`config.mk`:
```
export PLATFORM = sky130hd
export DESIGN_NAME = stack_ctrl
export DESIGN_NICKNAME = d
export VERILOG_FILES = /design/src/rtl/stack_ctrl.sv
export SDC_FILE = /design/constraint.sdc
export NUM_CORES = 1
export LEC_CHECK = 0
export CAP_MARGIN = 40
export CORE_MARGIN = 2
export CORE_UTILIZATION = 50
export CTS_BUF_LIST = sky130_fd_sc_hd__clkbuf_4 sky130_fd_sc_hd__clkbuf_8
export DETAILED_ROUTE_END_ITERATION = 8
export GPL_TIMING_DRIVEN = 0
export MAX_ROUTING_LAYER = met4
export PLACE_DENSITY = 0.91
export SLEW_MARGIN = 40
export SYNTH_ARGS = -nofsm -noshare
export SYNTH_HDL_FRONTEND = slang
export SYNTH_SLANG_ARGS = --single-unit
```
`constraint.sdc`:
```
create_clock -name Clk_i -period 3.6 [get_ports Clk_i]
set_input_delay 0.36 -clock Clk_i [delete_from_list [all_inputs] [get_ports Clk_i]]
set_output_delay 0.36 -clock Clk_i [all_outputs]
set_load 0.02 [all_outputs]
```
`src/rtl/stack_ctrl.sv`:
```
// stack_ctrl: LIFO controller that drives a one-hot row-selected word array.
// Tracks the stack pointer and flags full/empty/error. Each push or pop takes one extra array cycle.
module stack_ctrl #(
  parameter int BUSWIDTH  = 8,
  parameter int DEPTH     = 16,
  parameter int ADDRWIDTH = 4
) (
  input  logic                Clk_i,
  input  logic                RstN_i,
  input  logic                Push_i,
  input  logic                Pop_i,
  input  logic [BUSWIDTH-1:0] data_i,
  output logic [BUSWIDTH-1:0] data_o,
  output logic                Valid_o,
  output logic                Busy_o,
  output logic                Full_o,
  output logic                Empty_o,
  output logic                Err_o,
  output logic [DEPTH-1:0]    RowSel_o,
  output logic                WEn_o,
  output logic [BUSWIDTH-1:0] MemData_o,
  input  logic [BUSWIDTH-1:0] MemData_i
);
  typedef enum logic [1:0] {IDLE, WRITE, READ} state_t;
  state_t               state;
  logic [ADDRWIDTH:0]   sp;
  logic [ADDRWIDTH-1:0] idx, idx_dec;
  logic                 reject;
  assign idx     = sp[ADDRWIDTH-1:0];
  assign idx_dec = idx - 1'b1;
  assign Busy_o  = state != IDLE;
  // DEPTH is 2**ADDRWIDTH and SP never exceeds DEPTH, so the top bit alone marks full
  assign Full_o  = sp[ADDRWIDTH];
  assign Empty_o = sp == '0;
  assign reject  = (Push_i && Pop_i) || (Push_i && Full_o) || (Pop_i && Empty_o);
  always_ff @(posedge Clk_i or negedge RstN_i) begin
    if (!RstN_i) begin
      state     <= IDLE;
      sp        <= '0;
      RowSel_o  <= '0;
      WEn_o     <= 1'b0;
      MemData_o <= '0;
      data_o    <= '0;
      Valid_o   <= 1'b0;
      Err_o     <= 1'b0;
    end else begin
      Valid_o <= 1'b0;
      Err_o   <= 1'b0;
      case (state)
        IDLE: begin
          if (reject) begin
            Err_o <= 1'b1;
          end else if (Push_i) begin
            MemData_o <= data_i;
            RowSel_o  <= DEPTH'(1) << idx;
            WEn_o     <= 1'b1;
            state     <= WRITE;
          end else if (Pop_i) begin
            RowSel_o <= DEPTH'(1) << idx_dec;
            WEn_o    <= 1'b0;
            state    <= READ;
          end
        end
        WRITE: begin
          sp       <= sp + 1'b1;
          RowSel_o <= '0;
          WEn_o    <= 1'b0;
          state    <= IDLE;
        end
        READ: begin
          data_o   <= MemData_i;
          Valid_o  <= 1'b1;
          sp       <= sp - 1'b1;
          RowSel_o <= '0;
          state    <= IDLE;
        end
        default: state <= IDLE;
      endcase
    end
  end
endmodule

```
---- Yosys cells after proc, flatten, opt, wreduce, memory -nomap -nowiden ----
Cells that the tools add are included.
word-level totals
  flip-flop bits (word level) ............. 42
  input bits .............................. 20
cells by class
  $add $sub $neg .......................... 3
  equality and inequality tests ........... 4
  shifts and indexed selects .............. 2
  mux-type cells .......................... 16
  bitwise gates (word level) .............. 1
  reduce and logical (&&, ||, !) cells .... 16
operators by type and width
  cell                                              number
  two-way mux 16 bit                                3
  one-hot mux 16 bit (2 select lines)               1
  << shifter 1 x 4 -> 16 bit, first input constant  2
  one-hot mux 5 bit (2 select lines)                1
  AND reduction 3 bit                               3
  two-way mux 2 bit                                 4
  nonzero test 2 bit                                4
  two-way mux 1 bit                                 6
  adder 5 x 1 -> 5 bit, second input constant       1
  logical NOT 5 bit                                 1
  subtractor 5 x 1 -> 5 bit, second input constant  1
  subtractor 4 x 1 -> 4 bit, second input constant  1
  logical AND 1 bit                                 3
  inequality test 3 bit, second input constant      1
  == test 2 x 1 -> 1 bit, second input constant     1
  == test 2 bit, second input constant              1
  logical NOT 2 bit                                 1
  logical OR 1 bit                                  2
  inequality test 2 bit, second input constant      1
  one-hot mux 1 bit (2 select lines)                1
  AND reduction 2 bit                               1
  OR reduction 2 bit                                1
  inverter 1 bit                                    1

---- Longest topological paths before layout ----
  word-level depth ........................ 6
  mapped depth ............................ 8
  mapped depth without buffers ............ 8

---- Least setup slack after synthesis ----
OpenSTA, ideal clock, no wires.
  path kind ............................... register to register
  from .................................... register sp[0]
  to ...................................... register RowSel_o[13]
  library setup time ...................... 0.121 ns
  arrival time ............................ 1.971 ns
  path slack .............................. 1.508 ns
  stages on the path, launching flop included .. 9
  path buffers ............................ 2
  period minus slack after synthesis ...... 2.092 ns
  cells stage by stage .................... dfrtp_1 > clkbuf_1 > inv_1 > ha_1 > or4b_4 > a211oi_4 > buf_6 > nor2_2 > a22o_1
on the way
  longest elaborated chain between the ends .. 6
  elaborated cells between the ends (all ways) .. 12
  classes of those cells .................. add/sub: 1; eq/ne: 1; shift: 2; mux: 4; reduce/logical: 4
ends and longest elaborated chain
  item                                 line  RTL
  start, declared                      26    logic [ADDRWIDTH:0] sp;
  start signal, assigned               65    sp <= sp + 1'b1;
  start signal, assigned               73    sp <= sp - 1'b1;
  subtractor 4 x 1 -> 4 bit            30    assign idx_dec = idx - 1'b1;
  named net idx_dec[0]                 27    logic [ADDRWIDTH-1:0] idx, idx_dec;
  << shifter 1 x 4 -> 16 bit           59    RowSel_o <= DEPTH'(1) << idx_dec;
  two-way mux 16 bit                   58    end else if (Pop_i) begin
  two-way mux 16 bit                   53    end else if (Push_i) begin
  two-way mux 16 bit                   51    if (reject) begin
  one-hot mux 16 bit (2 select lines)  49    case (state)
  end signal, assigned                 55    RowSel_o <= DEPTH'(1) << idx;
  end signal, assigned                 59
  end, declared                        19    output logic [DEPTH-1:0] RowSel_o,
The timed path passes the listed nets, and every way through them passes these cells. The select of a mux whose other input is x is not followed.
A chain may end at the register's enable or synchronous reset.

---- Worst setup path after layout ----
  from .................................... register sp[0]
  to ...................................... output port Empty_o
on the way
  longest elaborated chain between the ends .. 1
ends and longest elaborated chain
  item               line  RTL
  logical NOT 5 bit  34    assign Empty_o = sp == '0;
  end, declared      17    output logic Empty_o,
No other way between the ends.

==> results.ini <==
[synthesis]
postSynthAreaPerCell_sq_um = 12.6
ys_seq_elements = 42
synth_edf_count = 0
async_flop_share_pct = 100
synthCells = 160
yosys_warnings = 0
synth_cell_type_count = 42
synthesis.nets = 190
syn_area_sq_mm = 0.00202
yosysSeqAreaShare_pct = 52.1
ys.flop_type = dfrtp_1

[timing]
fmax_ghz = 0.358
setup_ws_ps = 803
hold_viol = 0
setup_viol = 0
clock_skew_ps = 4.01
tns_ps = 0
worst_pin_slew_ps = 835
min_period_over_period_pct = 77.7
min_period_ps = 2800
maxSlewViolCount = 0
hold-worst-slack_ps = 41.8
relSlewSlack_pct = 43.8
rsz0062_at_grt = no

[global_route]
grt_overflow = 0
grt_max_degree = 43
grt_usage_pct = 19.7
antenna_found_initial = 0
grt_pass1_vias = 1509
grt_first_pass_wirelength_microns = 6500

[clock_network]
ctsResizeCount = 0
cts_root_buffer = clkbuf_8
postCtsSetupBuffers = 0
tritoncts = built
clk_path_buf_depth = 2
worstSkewPairLatency_ps = 290
clkTransAtPathRegs_ps = 80
htreeDepth = 2
numCtsBuffers = 5
cts_sinks = 42
hold_buffers = 0

[place]
post-dp-hpwl_microns = 3050
post-place-ws_ps = 1120
dp_cells = 267
io_buffers = 57
gp_congestion = 0.796

[setup_path]
cp.buffers_inverters = 4
crit_family = buffers and inverters
path_class = flip-flop to output pin
crit_start = sp[0]$_DFFE_PN0N_
path_cells = clkbuf_1 -> inv_1 -> ha_1 -> or4b_4 -> inv_1 -> clkdlybuf4s50_1
slowest_delay_ps = 600
r2r_slack_ps = 1160
crit_path_max_fanout = 8
required_ps = 3240
worstSetupStartpointType = flip-flop
worst_r2r_endpoint = RowSel_o[10]$_DFFE_PN0P_
crit_top_cell = inv_1
timing.rr.start = sp[0]$_DFFE_PN0N_
crit_slowest_cell = clkdlybuf4s50_1
cp.arrival_ps = 2440
ff2ff_path_depth = 7
endpoint_kind = output pin

[power_and_ir_drop]
leakage_nw = 1.18
max-vdd-ir-drop_uv = 460
powerDensity_mw_per_mm2 = 977

[finish]
area_growth_pct = 36.0
final_core_util_pct = 69.6
fin_cells = 275
final_layout_size_suffix_gt1_share_pct = 16.4
finalNetCount = 254
regArea_sq_mm = 0.00105
num_antenna_cells = 0
multi_input_comb_area_sq_um = 890
nFillCells = 293

[die]
start_util_pct = 51.2
die-area_sq_mm = 0.00456
coreArea_sq_mm = 0.00394
io_pins = 58
die_w_microns = 67.5
core.rowCount = 23
die_height_microns = 67.5

[outcome]
status = complete, no violations

[detailed_routing]
drt-initial-drc-count = 51
viasPerCell = 5.45
drc = 0
postRouteAntennaNets = 0
dr.pass1.iters = 4
wire_per_inst_microns = 14.5
routed_wl_microns = 3990
vias = 1500

[hold_path]
min_path_type = input pin to asynchronous set/reset pin

[flow_run]
maxCapViolCount = 0

==> metrics by stage <==
step | power [mW] | area, sq um
2_1_floorplan | 1.80 | 2020
3_3_place_gp | 2.33 | 2650
3_5_place_dp | 2.39 | 2650
4_1_cts | 2.71 | 2740
5_1_grt | 2.88 | 2740
6_report | 2.68 | 2740
==> cell type report <==
cell class	instances	area share [%]
repair buffers	57	20.7
multi-input cells	102	32.4
flip-flops and latches	42	38.3
well taps	50	2.28
clock inverters	1	0.182
inverters	8	1.09
plain buffers	8	1.73
clock buffers	7	3.28
==> cells in the mapped netlist, drive strengths merged (2+ instances only) <==
cell type	number	area share (%)
nor2	6	1.2
o41ai	2	0.87
o21ai	3	0.74
nor4	3	1.2
a21oi	3	0.74
nor3	5	1.2
buf	5	1.8
ha	9	5.6
xor2	4	1.7
nand2	2	0.37
mux2	18	10
dfrtp	42	52
a22o	14	6.1
nor2b	4	1.2
inv	8	1.5
xnor2	6	2.6
nand3	2	0.50
clkbuf	3	0.56
o2111ai	2	0.87
==> worst reg2reg max path, stage by stage (launching register included) <==
cell      delay (ps)
dfrtp_1          320
clkbuf_1         360
inv_1            180
ha_1             230
or4b_4           230
a211oi_4          70
nor4_1           750
a22o_1           230
==> worst max-delay path by stage <==
stage / endpoint / slack [ps] / cells past startpoint
floorplan: RowSel_o[13]$_DFFE_PN0P_ / 1510 / 8
global placement: data_o[2]$_DFFE_PN0P_ / 1150 / 1
detailed placement: Empty_o / 1120 / 6
CTS: Empty_o / 790 / 6
global route: Empty_o / 740 / 6
finish: Empty_o / 800 / 6
==> per-layer routing <==
| metal | GRT usage, % | wire length (microns) | up-vias |
|---|---|---|---|
| li1 | - | - | 715 |
| met4 | 8.16 | 53 | 0 |
| met3 | 5.00 | 204 | 7 |
| met5 | - | 0 | - |
| met1 | 22.1 | 1660 | 730 |
| met2 | 33.5 | 2080 | 48 |
==> cells by family (layout without fill, tap and decap cells) <==
group / after synthesis / count (layout) / share of synthesized area (%)
XOR/XNOR: 10 / 10 / 4.34
buffers and inverters: 16 / 81 / 3.84
AND/OR/NAND/NOR: 29 / 29 / 8.93
AO/OA/AOI/OAI: 34 / 34 / 13.7
adder cells (fa/ha/maj): 10 / 10 / 6.57
flip-flops: 42 / 42 / 52.1
multiplexers: 19 / 19 / 10.5
==> cells in the final DEF, fill, tap and decap left out, types with 5 or more instances in the layout <==
cell type,n
xnor2_1,6
mux2_2,18
clkbuf_8,6
clkdlybuf4s50_1,56
inv_1,8
a22o_1,14
nor2_1,5
dfrtp_1,42
nor3_1,5
ha_1,9
==> sequential cells by signal, summed over array words and instances, names as in the netlist <==
signal and flops:
RowSel_o 16, MemData_o 8, data_o 8, sp 5, state 2, Err_o 1, Valid_o 1, WEn_o 1
==> power breakdown <==
group          switching (mW)  internal, mW
logic                   0.807         0.749
clock network           0.150         0.162
registers               0.127         0.684
total                    1.08          1.60
Power figures use the tool's default switching activity.
